<file path="src/rtl/mem_port_arbiter_if.sv">
// Bundle of the fetch, data and memory-side signals seen by mem_port_arbiter.
// Signal names keep the arbiter's point of view (i_ = into the arbiter, o_ = out of it).
interface mem_port_arbiter_if;
    logic        i_if_req;
    logic [31:0] i_if_addr;
    logic        o_if_gnt;
    logic        o_if_valid;
    logic [31:0] o_if_rdata;

    logic        i_dm_req;
    logic        i_dm_we;
    logic [31:0] i_dm_addr;
    logic [31:0] i_dm_wdata;
    logic        o_dm_gnt;
    logic        o_dm_valid;
    logic [31:0] o_dm_rdata;

    logic        o_stall_if;
    logic        o_stall_mem;

    logic        o_mem_en;
    logic        o_mem_we;
    logic [31:0] o_mem_addr;
    logic [31:0] o_mem_wdata;
    logic [31:0] i_mem_rdata;

    modport slave (
        input  i_if_req, i_if_addr, i_dm_req, i_dm_we, i_dm_addr, i_dm_wdata, i_mem_rdata,
        output o_if_gnt, o_if_valid, o_if_rdata, o_dm_gnt, o_dm_valid, o_dm_rdata,
        output o_stall_if, o_stall_mem, o_mem_en, o_mem_we, o_mem_addr, o_mem_wdata
    );

    modport master (
        output i_if_req, i_if_addr, i_dm_req, i_dm_we, i_dm_addr, i_dm_wdata, i_mem_rdata,
        input  o_if_gnt, o_if_valid, o_if_rdata, o_dm_gnt, o_dm_valid, o_dm_rdata,
        input  o_stall_if, o_stall_mem, o_mem_en, o_mem_we, o_mem_addr, o_mem_wdata
    );
endinterface

</file>
<file path="src/rtl/mem_port_arbiter.sv">
// Shares one fixed-latency memory between the IF and MEM stages, one transaction at a
// time, with data-side priority and a bounded streak so fetch cannot starve forever.
module mem_port_arbiter #(
    parameter int MEM_LAT    = 2,
    parameter int MAX_STREAK = 3
) (
    input  logic              i_clk,
    input  logic              i_rst_n,
    mem_port_arbiter_if.slave bus
);

    typedef enum logic [1:0] {IDLE, ISSUE, WAIT, DONE} state_t;
    typedef enum logic {OWN_IF, OWN_DM} owner_t;

    localparam logic [3:0] LAT4 = 4'(MEM_LAT);
    localparam logic [3:0] MAX4 = 4'(MAX_STREAK);

    state_t      r_state;
    state_t      w_next;
    owner_t      r_owner;
    logic [3:0]  r_streak;
    logic [3:0]  r_lat;
    logic [31:0] r_if_rdata;
    logic [31:0] r_dm_rdata;
    logic        r_mem_we;
    logic [31:0] r_mem_addr;
    logic [31:0] r_mem_wdata;
    logic        w_dm_win;
    logic        w_if_win;
    logic        w_if_valid;
    logic        w_dm_valid;

    always_comb begin
        w_next   = r_state;
        w_dm_win = 1'b0;
        w_if_win = 1'b0;
        case (r_state)
            IDLE: begin
                // Grants are suppressed while reset is held so every output reads 0.
                if (i_rst_n) begin
                    if (bus.i_dm_req && !(bus.i_if_req && (r_streak == MAX4)))
                        w_dm_win = 1'b1;
                    else if (bus.i_if_req)
                        w_if_win = 1'b1;
                    if (bus.i_dm_req || bus.i_if_req)
                        w_next = ISSUE;
                end
            end
            ISSUE:   w_next = WAIT;
            WAIT:    if (r_lat == 4'd1) w_next = DONE;
            DONE:    w_next = IDLE;
            default: w_next = IDLE;
        endcase
    end

    always_ff @(posedge i_clk) begin
        if (!i_rst_n) begin
            r_state     <= IDLE;
            r_owner     <= OWN_IF;
            r_streak    <= 4'd0;
            r_lat       <= 4'd0;
            r_if_rdata  <= 32'd0;
            r_dm_rdata  <= 32'd0;
            r_mem_we    <= 1'b0;
            r_mem_addr  <= 32'd0;
            r_mem_wdata <= 32'd0;
        end else begin
            r_state <= w_next;
            if (w_dm_win) begin
                r_owner     <= OWN_DM;
                r_mem_we    <= bus.i_dm_we;
                r_mem_addr  <= bus.i_dm_addr;
                r_mem_wdata <= bus.i_dm_wdata;
                if (!bus.i_if_req)
                    r_streak <= 4'd0;
                else if (r_streak < MAX4)
                    r_streak <= r_streak + 4'd1;
            end else if (w_if_win) begin
                r_owner     <= OWN_IF;
                r_mem_we    <= 1'b0;
                r_mem_addr  <= bus.i_if_addr;
                r_mem_wdata <= 32'd0;
                r_streak    <= 4'd0;
            end
            if (r_state == ISSUE) begin
                r_lat <= LAT4;
            end else if (r_state == WAIT) begin
                r_lat <= r_lat - 4'd1;
                // Memory data is valid in the last WAIT cycle; writes leave rdata alone.
                if ((r_lat == 4'd1) && !r_mem_we) begin
                    if (r_owner == OWN_IF)
                        r_if_rdata <= bus.i_mem_rdata;
                    else
                        r_dm_rdata <= bus.i_mem_rdata;
                end
            end
        end
    end

    assign w_if_valid = (r_state == DONE) && (r_owner == OWN_IF);
    assign w_dm_valid = (r_state == DONE) && (r_owner == OWN_DM);

    assign bus.o_if_gnt    = w_if_win;
    assign bus.o_dm_gnt    = w_dm_win;
    assign bus.o_if_valid  = w_if_valid;
    assign bus.o_dm_valid  = w_dm_valid;
    assign bus.o_if_rdata  = r_if_rdata;
    assign bus.o_dm_rdata  = r_dm_rdata;
    assign bus.o_stall_if  = bus.i_if_req & ~w_if_valid;
    assign bus.o_stall_mem = bus.i_dm_req & ~w_dm_valid;
    assign bus.o_mem_en    = (r_state == ISSUE);
    assign bus.o_mem_we    = r_mem_we;
    assign bus.o_mem_addr  = r_mem_addr;
    assign bus.o_mem_wdata = r_mem_wdata;

endmodule

</file>
<file path="src/flat_wrapper.sv">
// flat-port wrapper written by rule: the top's interface ports become plain ports
module mem_port_arbiter_flat 
#(
    parameter int MEM_LAT    = 2,
    parameter int MAX_STREAK = 3
)
  (i_clk, i_rst_n, bus_i_if_req, bus_i_if_addr, bus_i_dm_req, bus_i_dm_we, bus_i_dm_addr, bus_i_dm_wdata, bus_i_mem_rdata, bus_o_if_gnt, bus_o_if_valid, bus_o_if_rdata, bus_o_dm_gnt, bus_o_dm_valid, bus_o_dm_rdata, bus_o_stall_if, bus_o_stall_mem, bus_o_mem_en, bus_o_mem_we, bus_o_mem_addr, bus_o_mem_wdata);
  mem_port_arbiter_if bus_i ();
  input  logic i_clk;
  input  logic i_rst_n;
  input wire logic [$bits(bus_i.i_if_req)-1:0] bus_i_if_req;
  input wire logic [$bits(bus_i.i_if_addr)-1:0] bus_i_if_addr;
  input wire logic [$bits(bus_i.i_dm_req)-1:0] bus_i_dm_req;
  input wire logic [$bits(bus_i.i_dm_we)-1:0] bus_i_dm_we;
  input wire logic [$bits(bus_i.i_dm_addr)-1:0] bus_i_dm_addr;
  input wire logic [$bits(bus_i.i_dm_wdata)-1:0] bus_i_dm_wdata;
  input wire logic [$bits(bus_i.i_mem_rdata)-1:0] bus_i_mem_rdata;
  output wire logic [$bits(bus_i.o_if_gnt)-1:0] bus_o_if_gnt;
  output wire logic [$bits(bus_i.o_if_valid)-1:0] bus_o_if_valid;
  output wire logic [$bits(bus_i.o_if_rdata)-1:0] bus_o_if_rdata;
  output wire logic [$bits(bus_i.o_dm_gnt)-1:0] bus_o_dm_gnt;
  output wire logic [$bits(bus_i.o_dm_valid)-1:0] bus_o_dm_valid;
  output wire logic [$bits(bus_i.o_dm_rdata)-1:0] bus_o_dm_rdata;
  output wire logic [$bits(bus_i.o_stall_if)-1:0] bus_o_stall_if;
  output wire logic [$bits(bus_i.o_stall_mem)-1:0] bus_o_stall_mem;
  output wire logic [$bits(bus_i.o_mem_en)-1:0] bus_o_mem_en;
  output wire logic [$bits(bus_i.o_mem_we)-1:0] bus_o_mem_we;
  output wire logic [$bits(bus_i.o_mem_addr)-1:0] bus_o_mem_addr;
  output wire logic [$bits(bus_i.o_mem_wdata)-1:0] bus_o_mem_wdata;
  assign bus_i.i_if_req = bus_i_if_req;
  assign bus_i.i_if_addr = bus_i_if_addr;
  assign bus_i.i_dm_req = bus_i_dm_req;
  assign bus_i.i_dm_we = bus_i_dm_we;
  assign bus_i.i_dm_addr = bus_i_dm_addr;
  assign bus_i.i_dm_wdata = bus_i_dm_wdata;
  assign bus_i.i_mem_rdata = bus_i_mem_rdata;
  assign bus_o_if_gnt = bus_i.o_if_gnt;
  assign bus_o_if_valid = bus_i.o_if_valid;
  assign bus_o_if_rdata = bus_i.o_if_rdata;
  assign bus_o_dm_gnt = bus_i.o_dm_gnt;
  assign bus_o_dm_valid = bus_i.o_dm_valid;
  assign bus_o_dm_rdata = bus_i.o_dm_rdata;
  assign bus_o_stall_if = bus_i.o_stall_if;
  assign bus_o_stall_mem = bus_i.o_stall_mem;
  assign bus_o_mem_en = bus_i.o_mem_en;
  assign bus_o_mem_we = bus_i.o_mem_we;
  assign bus_o_mem_addr = bus_i.o_mem_addr;
  assign bus_o_mem_wdata = bus_i.o_mem_wdata;
  mem_port_arbiter #(.MEM_LAT(MEM_LAT), .MAX_STREAK(MAX_STREAK)) u_core (.i_clk(i_clk), .i_rst_n(i_rst_n), .bus(bus_i));
endmodule
</file>
<file path="config.mk">
export PLATFORM = sky130hd
export DESIGN_NAME = mem_port_arbiter_flat
export DESIGN_NICKNAME = d
export VERILOG_FILES = /design/src/rtl/mem_port_arbiter_if.sv /design/src/rtl/mem_port_arbiter.sv /design/src/flat_wrapper.sv
export SDC_FILE = /design/constraint.sdc
export NUM_CORES = 1
export LEC_CHECK = 0
export ABC_CLOCK_PERIOD_IN_PS = 1600
export BUFFER_PORTS_ARGS = -buffer_cell sky130_fd_sc_hd__buf_4
export CORE_AREA = 4 4 135 105
export CTS_BUF_LIST = sky130_fd_sc_hd__clkbuf_4 sky130_fd_sc_hd__clkbuf_8
export CTS_CLUSTER_SIZE = 25
export DETAILED_ROUTE_END_ITERATION = 7
export DIE_AREA = 0 0 139 109
export GPL_TIMING_DRIVEN = 0
export PLACE_DENSITY = 0.78
export SYNTH_ARGS = -nofsm -noshare
export SYNTH_HDL_FRONTEND = slang
export SYNTH_SLANG_ARGS = --single-unit
</file>
<file path="constraint.sdc">
create_clock -name i_clk -period 1.6 [get_ports i_clk]
set_clock_uncertainty 0.05 [all_clocks]
set_input_delay 0.16 -clock i_clk [delete_from_list [all_inputs] [get_ports i_clk]]
set_output_delay 0.16 -clock i_clk [all_outputs]
set_load 0.02 [all_outputs]
</file>
==> results, run 1 <==
- The full die area is 15200 um^2.
- In the final timing run, aggregate negative setup slack is -11.93 ns.
- The deepest level of the CTS H-tree is 4.
- Once the floorplan was initialized, standard cells occupied 42.2% of the core.
- During placement, the flow inserted port buffers numbering 266.
- The standard-cell row count is 36.
- The power density normalized to cell area is 1150 nW/um^2.
- From bottom edge to top edge, the die measures 109 um.
- The insertion delay of the later-clocked pin in the worst-skew pair is 0.45 ns.
- The number of pins with negative max-slew slack in the final report is 0.
- The number of hold violations in the final report came to 0.
- The instance count after placement with tap cells included is 1085.
- The die extent in x is 139 um.
- The number of global-route vias before repair came to 7121.
- By area the synthesized netlist is led by sky130_fd_sc_hd__dfxtp_1 52%, sky130_fd_sc_hd__nand3_1 9.2%, sky130_fd_sc_hd__o21ai_0 7.3%, sky130_fd_sc_hd__nand2_1 7.2%, sky130_fd_sc_hd__o221ai_1 5.2%.
- The simple-gate area share of the yosys netlist is 23.8%.
- The clock net sink count is 140.
- IR analysis of the VDD net gives a maximum drop of 0.767 mV.
- At the worst endpoint, the required time is 1.39 ns.
- The share of the Yosys chip area taken by registers is 51.9%.
- The arrival time at the worst endpoint is 1.71 ns.
- The first-pass iteration count of the detailed router is 8.
- The per-instance average area after synthesis is 8.33 um^2.
- The highest fanout seen on the critical path is 2.
- The placement-stage worst setup slack is -0.329 ns.
- The footprint of the multi-input gates is 3060 um^2.
- The final layout contains 1235 nets.
- The unique cell type count in the Yosys netlist is 35.
- After technology mapping, the gate count stands at 648.
- The total standard cell area after synthesis is 5400 um^2.
- Cells fill 83.4% of the core in the end.
- The worst setup path is launched from a flip-flop.
- For the pin with the worst max-slew slack, the measured transition is 0.745 ns.
- Dividing the detail-routed wire length by the instance count gives 21.4 um.
- Of the cells placed in the final design, the portion with a size suffix greater than 1 is 46.0%.
- The synthesized design contains 140 register bits.
- The routed design could run at a clock period as short as 1.92 ns.
- For this run, design rule violations remaining after detail routing come to 0.
- The total of endpoints with negative setup slack in the final report is 98.
- The main combinational cell family by area after synthesis is simple AND/OR/NAND/NOR gates.
- The first global-routing pass estimated 38200 um of wire.
- Detailed routing inserted a total of 7197 vias.
- The clock transition at the registers of the reported paths is 0.09 ns.
- Counting every net in the synthesized netlist gives 788.
- The share of synthesized area in the top cell type comes to 51.9%.
- The critical path endpoint category is an output pin.
- The half-perimeter wire length of the detailed placement result is 14200 um.
- The final cell count without fillers is 1279.
- Setup repair after global routing could not meet its margin everywhere.
- For this run, the top clock speed supported by timing is 521 MHz.
- The analysis attributes to cell leakage a power of 4.54 nW.
- The critical path is of the reg2out type.
- For this block, the initial DRC count from the detailed router was 604.
- Across all hold checks on the routed design, the worst slack comes to 0.0985 ns.
- Yosys printed 0 warnings.
- Measured against its own limit, the worst slew margin works out to 50.3%.
- The leftover overflow at the end of global routing is 0.
- The detailed-route wire length is 27400 um.
- The share of synthesized area spent on multiplexers is 0.185%.
- Fill cells in the final layout number 645.
- The largest total area in the synthesized netlist belongs to sky130_fd_sc_hd__dfxtp_1.
- TritonCTS built the clock tree.
- Once detail routing completed, the nets flagged for antenna violations numbered 0.
- The number of buffers created by CTS is 17.
- 269 I/O pins were placed.
- After Yosys synthesis, XOR and XNOR cells account for 0.487% of the synthesized area.
- The post-synthesis share of cell area spent on full adders, half adders and majority gates is 1.62%.
- The vias per cell is 5.63.
- Max-cap violations in this run came to 0.
- In the global route stage, overall resource usage came out at 31.9%.
- Across all setup checks in the final design, the least slack found is -0.321 ns.
- The final worst-path cycle share is 120%.
- Entering global routing, the biggest net connects 17 pins.
- The cell at the root of the clock tree is sky130_fd_sc_hd__clkbuf_8.
- In this run the worst hold path is classified as in2reg.
- The checks that failed: negative setup slack.
- The routability congestion estimate from global placement is 0.846.
- Counting along the longest clock path gives a buffer depth of 2.
- Summing the areas of all compound-gate instances in the mapped netlist gives 16.1% of the synthesized area.
- The number of antenna violations at the first check in global routing was 0.
- The standard cell core area is 12800 um^2.
- The run finished, with violations left.
- Registers take 2820 um^2.
- The count of antenna diodes in the layout is 0.
- The synthesis-to-layout area growth is 97.6%.
state kept, by name, indices dropped and copies added (netlist names):
| signal | count |
|---|---|
| u_core.bus.o_dm_rdata | 32 |
| u_core.bus.o_if_rdata | 32 |
| u_core.bus.o_mem_addr | 32 |
| u_core.bus.o_mem_wdata | 32 |
| u_core.r_lat | 4 |
| u_core.r_streak | 4 |
| u_core.r_state | 2 |
| u_core.bus.o_mem_we | 1 |
| u_core.r_owner | 1 |
worst max-delay path: stages (launching register included):
cell and delay, ns:
sky130_fd_sc_hd__dfxtp_2 0.36, sky130_fd_sc_hd__ha_4 0.13, sky130_fd_sc_hd__nor3b_4 0.22, sky130_fd_sc_hd__buf_6 0.14, sky130_fd_sc_hd__o21bai_4 0.08, sky130_fd_sc_hd__buf_8 0.13, sky130_fd_sc_hd__nor2_4 0.08, sky130_fd_sc_hd__buf_6 0.13
per-layer routing:
layer	vias to the layer above	global-route usage [%]	wire length, um
met2	507	56.1	13600
met3	130	9.03	2640
met5	-	0	0
met4	0	17.5	1550
li1	3157	-	-
met1	3403	35.2	9630
logic make-up (layout without fill, tap and decap cells):
family          count (synthesis)  after routing
compound gates                143            143
xor+xnor                        3              3
fa+ha+maj                       7              7
buf+inv                        64            522
flops                         140            140
mux                             1              1
simple gates                  290            292
power breakdown:
| group | switching [mW] | internal [mW] | leakage (nW) |
|---|---|---|---|
| Combinational | 2.74 | 2.27 | 3.21 |
| Sequential | 0.445 | 3.98 | 1.14 |
| Clock | 1.69 | 1.15 | 0.191 |
layout by cell type, fill, tap and decap left out, types with 6 or more instances in the layout:
cell type	n
sky130_fd_sc_hd__nand3_2	47
sky130_fd_sc_hd__buf_6	31
sky130_fd_sc_hd__o21ai_2	21
sky130_fd_sc_hd__nand3_1	51
sky130_fd_sc_hd__o221ai_4	8
sky130_fd_sc_hd__inv_6	6
sky130_fd_sc_hd__buf_8	12
sky130_fd_sc_hd__o21ai_0	23
sky130_fd_sc_hd__dfxtp_1	133
sky130_fd_sc_hd__nor2_1	60
sky130_fd_sc_hd__o21ai_1	57
sky130_fd_sc_hd__buf_2	9
sky130_fd_sc_hd__buf_4	273
sky130_fd_sc_hd__nor2_2	11
sky130_fd_sc_hd__o221ai_2	19
sky130_fd_sc_hd__clkbuf_8	17
sky130_fd_sc_hd__nand2_1	102
sky130_fd_sc_hd__clkbuf_1	14
sky130_fd_sc_hd__dlygate4sd3_1	129
worst paths after layout:
kind,start,end,slack [ns],cells past startpoint
max,u_core.r_streak[0],bus_o_if_gnt,-0.32,7
min,bus_i_if_req,u_core.r_streak[0],0.1,3
max reg2reg,u_core.r_state[0],u_core.bus.o_if_rdata[4],-0.23,10
min reg2reg,u_core.bus.o_dm_rdata[1],u_core.bus.o_dm_rdata[1],0.41,2
synth_stat cells:
cell	number
sky130_fd_sc_hd__inv_1	8
sky130_fd_sc_hd__nor2b_1	3
sky130_fd_sc_hd__o2111ai_1	1
sky130_fd_sc_hd__nand3_1	99
sky130_fd_sc_hd__and4_1	1
sky130_fd_sc_hd__a21oi_1	3
sky130_fd_sc_hd__o21ai_0	79
sky130_fd_sc_hd__clkbuf_2	4
sky130_fd_sc_hd__ha_1	7
sky130_fd_sc_hd__buf_1	5
sky130_fd_sc_hd__o221a_2	1
sky130_fd_sc_hd__clkbuf_1	24
sky130_fd_sc_hd__o21a_1	1
sky130_fd_sc_hd__xor2_1	1
sky130_fd_sc_hd__nand4b_4	1
sky130_fd_sc_hd__nor3_1	1
sky130_fd_sc_hd__a21o_4	1
sky130_fd_sc_hd__and2b_4	1
sky130_fd_sc_hd__and3_1	3
sky130_fd_sc_hd__nand2_1	103
sky130_fd_sc_hd__xnor2_1	2
sky130_fd_sc_hd__nor2_1	74
sky130_fd_sc_hd__mux2i_1	1
sky130_fd_sc_hd__a22oi_1	1
sky130_fd_sc_hd__buf_6	7
sky130_fd_sc_hd__dfxtp_1	140
sky130_fd_sc_hd__buf_2	16
sky130_fd_sc_hd__and2_1	1
sky130_fd_sc_hd__nand2b_1	1
sky130_fd_sc_hd__or3b_2	1
sky130_fd_sc_hd__o221ai_1	32
sky130_fd_sc_hd__o31ai_1	1
sky130_fd_sc_hd__o21bai_2	1
sky130_fd_sc_hd__nor3b_4	1
sky130_fd_sc_hd__o21ai_1	22
layout make-up:
| type | count | area share, % |
|---|---|---|
| Clock buffer | 17 | 2.19 |
| Multi-Input combinational cell | 446 | 28.7 |
| Sequential cell | 140 | 26.4 |
| Buffer | 53 | 4.23 |
| Timing Repair Buffer | 429 | 34.8 |
| Inverter | 8 | 0.328 |
| Tap cell | 171 | 2.01 |
| Clock inverter | 15 | 1.36 |
through the flow:
step / power, mW / area [um^2]
after floorplan: 6.10 / 5410
after global placement: 7.47 / 7620
after detailed placement: 7.52 / 7620
after CTS: 11.5 / 10200
after global routing: 12.7 / 10700
final: 12.3 / 10700
repair_timing:
action,CTS,global route
gates cloned,7,5
gates resized for setup,175,149
pin swaps,29,45
setup buffers,24,8
endpoints found under the setup margin,136,141
endpoints found under the hold margin,129,0
hold buffers,129,0
Note: power is estimated with default switching activity, not from simulation.
==> run 2: changes to the inputs <==
ABC_AREA = 1   (was not set)
CORE_AREA = 4 4 142 110   (was 4 4 135 105)
DIE_AREA = 0 0 146 114   (was 0 0 139 109)
PLACE_DENSITY = 0.79   (was 0.78)
==> run 2 against run 1 <==
Compared with the run above: the flow still finishes with violations (negative setup slack); sequential power is 4% lower; sequential cell count stayed put; combinational power is 6.6% higher; power is 2.0% higher; area after synthesis is 16% higher; cell count is 18% higher; first-iteration DRC count is 14% lower; hold slack worse by 0.082 ns; synthesized cell count is 38% higher; routed wire length is 6.9% lower; design area is 3.5% higher; clock power is 3% higher.
==> results, run 2 <==
- Data on the critical path is required at its endpoint by 1.39 ns.
- The standard cell core area is 14200 um^2.
- The depth of the most critical reg-to-reg path is 11.
- The reg-to-reg critical path startpoint is u_core.r_state[1].
- Pin placement for this block handled 269 I/O pins.
- The clock transition at the registers of the reported paths is 0.08 ns.
- Headroom to the max-slew limit came out at 56.5%.
- The routed design has 25500 um of wire.
- The die covers 16600 um^2.
- The minimum clock period is 1.79 ns.
- The worst register-to-register path ends at u_core.bus.o_dm_rdata[31].
- Of all nets on the critical path, the largest fanout is 3.
- The final critical path takes up 112% of the cycle.
- After synthesis, the largest family of logic cells by area is simple AND/OR/NAND/NOR gates.
- Yosys printed 0 warnings.
- The cell sitting at the root of the clock tree is a sky130_fd_sc_hd__clkbuf_8.
- Hold timing on the final database bottoms out at a slack of 0.0163 ns.
- Once layout is complete, the utilization of the core stands at 77.7%.
- The final reports fail on negative setup slack.
- The initial utilization of the core area, before any placement, comes to 44.0%.
- The synthesized netlist occupies a cell area of 6260 um^2.
- The routability congestion estimate from global placement is 0.819.
- At the pin with the least slew margin, the transition time is 0.653 ns.
- Setup slack on the critical path of the routed design comes to -0.191 ns.
- The multi-input combinational cells in the finished layout cover a total of 2940 um^2.
- The highest clock rate is 558 MHz.
- The first detailed-routing pass took 5 iterations.
- TritonCTS built the clock tree.
- The worst hold path begins at bus_i_mem_rdata[23].
- The number of buffers created by CTS is 17.
- The final total negative setup slack is -13.44 ns.
- The number of nets handed over by synthesis was 1037.
- Global routing finished with a remaining overflow of 0.
- The area fraction in compound gates after synthesis is 12.6%.
- Summed over its instances, the top area cell type makes up 44.8% of the synthesized netlist area.
- The per-instance average area after synthesis is 6.98 um^2.
- The overall via count from detail_route is 7552.
- The fraction of the yosys area taken by sequential cells is 44.8%.
- The worst setup path is captured at an output pin.
- The die extent in y is 114 um.
- The total of endpoints with negative setup slack in the final report is 136.
- The worst setup path is launched from a flip-flop.
- The half-perimeter wire length of the detailed placement result is 14700 um.
- For this design the static power due to leakage is 5.33 nW.
- For this run, the post-layout net count is 1462.
- The residual DRC count is 0.
- The most repeated cell in the gate-level netlist after synthesis is sky130_fd_sc_hd__nand2_1.
- sky130_fd_sc_hd__dfxtp_1 takes more of the synthesized area than any other cell.
- The most common library cell in the layout ignoring fill and taps is sky130_fd_sc_hd__buf_4.
- The all-layer global routing usage is 28.3%.
- After the first detailed-routing iteration, the DRC count stood at 520.
- Summing the areas of all xor and xnor instances in the mapped netlist gives 0% of the synthesized area.
- Setup repair after global routing could not meet its margin everywhere.
- The synthesis-to-layout area growth is 76.5%.
- The first global-routing pass estimated 38100 um of wire.
- The share of synthesized area spent on multiplexers is 0%.
- 0 antenna diodes ended up in the layout.
- Entering global routing, the biggest net connects 17 pins.
- The die extent in x is 146 um.
- The post-synthesis share of cell area spent on full adders, half adders and majority gates is 1.40%.
- The number of hold violations in the final report is 0.
- Registers take 2810 um^2.
- The vias per cell is 4.98.
- In the synthesized netlist the async set-or-reset flop fraction comes to 0%.
- The placement-stage worst setup slack is -0.278 ns.
- In this run, synthesis inferred 0 flip-flops with an integrated enable.
- The power density normalized to cell area is 1140 nW/um^2.
- STA puts the critical path data arrival time at 1.58 ns.
- The end point of the worst hold path is u_core.bus.o_if_rdata[23].
- The worst min-delay path class is in2reg.
- In the layout the commonest cells are 280 x sky130_fd_sc_hd__buf_4, 154 x sky130_fd_sc_hd__nand2_1, 135 x sky130_fd_sc_hd__dfxtp_1.
- The number of global-route vias before repair is 7572.
- The unique cell type count in the Yosys netlist is 25.
- In this run, synthesis produced a sequential element count of 140.
- The deepest level of the CTS H-tree is 4.
- The clock net sink count is 140.
- The most used flip-flop cell after synthesis is sky130_fd_sc_hd__dfxtp_1.
- Counting every instance in the synthesized netlist gives 897.
- The floorplan has 38 rows.
- The commonest cells after synthesis are 205 x sky130_fd_sc_hd__nand2_1, 146 x sky130_fd_sc_hd__inv_1, 140 x sky130_fd_sc_hd__dfxtp_1.
- The count of max-cap constraint violations is 0.
- The simple-gate area share of the yosys netlist is 26.3%.
- The worst-case register-to-register setup slack is -0.18 ns.
- The number of antenna violations at the first check in global routing is 0.
- In this run the tool buffered the top-level ports with 267 buffer cells.
- The filler cell count is 941.
- The number of cells on the worst hold path is 5.
- The detail route stage leaves a number of antenna-violating nets equal to 0.
- Clock latency on the worst-skew pair, taken at its later pin, is 0.44 ns.
- The run finished, with violations left.
- The number of pins with negative max-slew slack in the final report is 0.
- The worst IR drop on VDD is 0.709 mV.
- The per-cell routed wire length is 16.8 um.
- Of the cells placed in the final design, the portion with a size suffix greater than 1 is 38.1%.
- The critical path class is reg2out.
- The worst-case clock buffer depth is 2.
- Ranked by total cell area, the synthesized netlist is headed by sky130_fd_sc_hd__dfxtp_1 45%, sky130_fd_sc_hd__nand2_1 12%, sky130_fd_sc_hd__inv_1 8.8%, sky130_fd_sc_hd__a21oi_1 8.2%, sky130_fd_sc_hd__nor2_1 7.0%.
## run 2: changes by cell type after synthesis, moves of 31 or more
cell and change:
sky130_fd_sc_hd__inv_1 +138, sky130_fd_sc_hd__nand2_1 +102, sky130_fd_sc_hd__a21oi_1 +99, sky130_fd_sc_hd__o21ai_0 -74, sky130_fd_sc_hd__nor2_1 +42, sky130_fd_sc_hd__o211ai_1 +32, sky130_fd_sc_hd__o221ai_1 -32, sky130_fd_sc_hd__nand3_1 -31
## run 2: metal layers
layer | vias to the layer above | track usage (%) | share of wire, %
li1 | 3630 | - | -
met1 | 3521 | 34.8 | 41
met2 | 326 | 48.3 | 49
met3 | 75 | 6.67 | 6.7
met4 | 0 | 11.8 | 3.6
met5 | - | 0 | 0
## run 2: layout make-up
type / instances / share of cell area (%)
Timing Repair Buffer: 410 / 32.9
Multi-Input combinational cell: 550 / 26.6
Sequential cell: 140 / 25.5
Inverter: 147 / 5.09
Buffer: 56 / 4.30
Clock buffer: 20 / 2.38
Tap cell: 180 / 2.04
Clock inverter: 12 / 1.26
## run 2: power by group
part           internal [mW]  switching, mW  leakage [nW]  total (mW)
Combinational           2.40           2.95          4.00        5.35
Sequential              3.94          0.302          1.14        4.25
Clock                   1.47           1.47         0.193        2.94
## run 2: repair_timing
action / in CTS / in global routing
resized for setup: 146 / 106
setup endpoints to repair: 137 / 139
cloned: 16 / 5
buffers inserted: 33 / 13
pin swaps: 29 / 36
hold buffers: 89 / 0
endpoints found under the hold margin: 81 / 0
## run 2: worst max path at each step
stage / to / slack (ns) / start
floorplan: u_core.bus.o_if_rdata[0] / 0.01 / u_core.r_state[0]
global placement: u_core.bus.o_dm_rdata[6] / -0.26 / u_core.r_state[0]
detailed placement: u_core.bus.o_dm_rdata[6] / -0.28 / u_core.r_state[0]
CTS: bus_o_if_gnt / -0.17 / u_core.r_state[1]
global route: u_core.bus.o_mem_wdata[24] / -0.28 / u_core.r_streak[1]
finish: bus_o_if_gnt / -0.19 / u_core.r_state[1]
## run 2: logic make-up after synthesis
group                    count (synthesis)
AO/OA/AOI/OAI                          141
adder cells (fa/ha/maj)                  7
AND/OR/NAND/NOR                        402
flip-flops                             140
buffers and inverters                  207
## run 2: stage by stage
step / power (mW) / cells / instance area [um^2]
global route: 13.1 / 1515 / 11000
floorplan: 6.49 / 897 / 6260
global placement: 7.84 / 1344 / 8490
finish: 12.5 / 1515 / 11000
CTS: 12.2 / 1513 / 10800
detailed placement: 7.91 / 1344 / 8490
## run 2: critical path, stage by stage, from the launching register on
cell                      delay (ns)
sky130_fd_sc_hd__dfxtp_2        0.34
sky130_fd_sc_hd__inv_2          0.09
sky130_fd_sc_hd__ha_4           0.19
sky130_fd_sc_hd__nand2_8        0.08
sky130_fd_sc_hd__nor2_4         0.18
sky130_fd_sc_hd__nand2_4        0.09
sky130_fd_sc_hd__inv_4          0.07
sky130_fd_sc_hd__buf_6          0.11
==> run 3: changes to the inputs <==
CORE_AREA = 4 4 123 125   (was 4 4 142 110)
DIE_AREA = 0 0 127 129   (was 0 0 146 114)
PLACE_DENSITY = 0.8   (was 0.79)
REMOVE_ABC_BUFFERS = 1   (was not set)
==> run 3 against run 2 <==
Compared with the run above: the run still ends with negative setup slack left; core utilization is 10 points higher; setup slack worse by 0.063 ns; power is 9.3% higher; clock power hardly changed; largest cell class unchanged; largest power group unchanged; highest routed layer unchanged.
==> results, run 3 (synthesis results as in run 2) <==
- The combinational share of power is 46.8%.
- The flow ran to the end, but the final reports show violations.
- The footprint of the multi-input gates is 3670 um^2.
- The number of placed I/O pins is 269.
- The worst pin sits at a relative slew slack of 43.6%.
- Setup slack on the critical path of the routed design comes to -0.254 ns.
- Along the worst path, the maximum fanout reaches 104.
- The initial utilization of the core area, before any placement, comes to 45.1%.
- In the detailed route, the total length drawn on met2 is 16900 um.
- The number of pins with negative max-slew slack in the final report is 0.
- The library cell used most frequently in the layout, excluding fill and tap cells, is sky130_fd_sc_hd__buf_4.
- The die covers 16400 um^2.
- The violation count after the first detailed-routing iteration is 779.
- For this block, the via count after detailed routing is 8617.
- The switching power is 5.46 mW.
- The deepest level of the CTS H-tree is 4.
- The top routing layer in use is met4.
- Sequential cells burn 31.6% of the power.
- Leaving out fill and tap cells, the most frequent cells in the layout are 288 x sky130_fd_sc_hd__buf_4, 133 x sky130_fd_sc_hd__nand2_1, 133 x sky130_fd_sc_hd__dfxtp_1.
- The internal portion of the total power is 8.25 mW.
- The standard-cell row count is 43.
- On the worst path, the slowest cell contributes a delay of 0.79 ns.
- In this run the power density over the cells is 1120 nW/um^2.
- Measured along the x axis, the die boundary spans 127 um.
- The critical path endpoint category is a flip-flop.
- STA classifies the critical path startpoint as an input pin.
- Buffers placed on the I/O ports in this run total 268.
- The detailed-route wire length is 33100 um.
- The vias per cell is 5.60.
- The number of hold violations in the final report is 0.
- The slew at the pin closest to its max-slew limit is 0.845 ns.
- The worst-case clock buffer depth is 2.
- Summing all placed instances gives a cell area of 8190 um^2.
- The number of antenna violations at the first check in global routing is 3.
- The number of nets with antenna violations after routing is 0.
- The maximum number of pins on one net before global-route repair is 105.
- The static power due to leakage is 5.69 nW.
- TritonCTS built the clock tree.
- Excluding fillers, the count of instances in the completed layout stands at 1539.
- Setup repair after global routing could not meet its margin everywhere.
- The total of endpoints with negative setup slack in the final report is 138.
- The overall power consumption is 13.7 mW.
- The first-pass iteration count of the detailed router is 7.
- After detailed routing, the average wire length per cell comes to 21.5 um.
- Per report_power, the clock group accounts for 21.6% of the total.
- The half-perimeter wire length of the detailed placement result is 11900 um.
- The arrival time at the worst endpoint is 2.15 ns.
- The signal on the critical path passes through buf_6 > clkinv_2 > o31ai_1.
- The clock reaches the later pin of the worst-skew pair after 0.46 ns.
- The routability congestion estimate from global placement is 0.805.
- Dividing the final minimum period by the clock period gives 116%.
- The leftover overflow at the end of global routing is 0.
- The number of placed instances, taps included, is 1288.
- The all-layer global routing usage is 32.9%.
- Hold timing on the final database bottoms out at a slack of 0.0163 ns.
- The first global-routing pass estimated 42500 um of wire.
- VDD sags by at most 0.733 mV.
- The number of global-route vias before repair is 8231.
- The number of clock buffers added by TritonCTS is 17.
- For this run, the top clock speed supported by timing is 539 MHz.
- The routed design could run at a clock period as short as 1.85 ns.
- The critical path class is in2reg.
- The standard cell core area is 13900 um^2.
- The total length of routed met3 wires is 2830 um.
- The net switching share of the total power is 39.8%.
- The synthesis-to-layout area growth is 95.1%.
- The fraction of layout cells with a size suffix above 1 is 46.6%.
- In the final layout, flip-flops and latches occupy 2820 um^2.
- The placement-stage worst setup slack is -1.49 ns.
- The required time reported for the critical path endpoint is 1.89 ns.
- The tree is rooted in a sky130_fd_sc_hd__clkbuf_8.
- The clock transition at the registers of the reported paths is 0.08 ns.
- In the final routing, the length of wire on met1 measures 11100 um.
- The largest individual stage delay along the critical path comes from the cell sky130_fd_sc_hd__clkinv_2.
- The filler cell count is 599.
- The count of nets after finishing is 1484.
- Max-cap violations in this run came to 0.
- In this run the worst hold path is classified as in2reg.
- From bottom edge to top edge, the die measures 129 um.
- After routing the design area is 12200 um^2.
- The clock drives 140 sinks.
- The residual DRC count is 0.
- The final reports fail on negative setup slack.
-- run 3: layout make-up --
cell class / count / share of cell area (%)
flip-flops and latches: 140 / 23.1
diodes: 3 / 0.0615
multi-input cells: 563 / 30.0
inverters: 147 / 4.69
repair buffers: 475 / 37.1
well taps: 180 / 1.84
clock inverters: 7 / 0.738
clock buffers: 24 / 2.45
-- run 3: worst max-delay path: cells and delay by family --
kind / cells / cell delay (ns)
buffers and inverters: 2 / 1.40
AOI/OAI and AO/OA: 1 / 0.52
-- run 3: power groups by stage --
stage                     Sequential, mW  Clock [mW]  Combinational (mW)
final                               4.34        2.96                6.41
after global routing                4.36        3.10                6.69
after CTS                           4.27        2.95                5.06
after detailed placement            4.33           0                3.38
after global placement              4.39           0                3.16
after floorplan                     4.79           0                1.44
-- run 3: timing repair --
action,4_1_cts,5_1_grt
setup buffers,60,22
setup endpoints to repair,140,141
pin swaps,32,93
cloned,23,9
hold buffers,115,0
resized for setup,143,225
hold endpoints to repair,128,0
-- run 3: final timing paths --
kind,startpoint,end,slack (ns),cells after the start
setup reg to reg,u_core.r_state[0],u_core.bus.o_mem_addr[16],-0.24,12
hold / removal,bus_i_dm_addr[14],u_core.bus.o_mem_addr[14],0.02,5
setup / recovery,i_rst_n,u_core.r_owner,-0.25,3
hold reg to reg,u_core.r_streak[3],u_core.r_streak[3],0.43,2
-- run 3: per-layer routing --
layer	up-vias	global-route usage, %
li1	3697	-
met1	4091	36.3
met2	632	57.8
met3	197	7.06
met4	0	20.4
met5	-	0
-- run 3: per-stage QoR --
| stage | TNS (ns) | utilization [%] |
|---|---|---|
| detailed placement | -127.70 | 59.0 |
| global placement | -286.61 | 58.5 |
| global route | -22.07 | 88.0 |
| finish | -16.62 | 88.0 |
| CTS | -11.94 | 81.0 |
| floorplan | -148.05 | - |
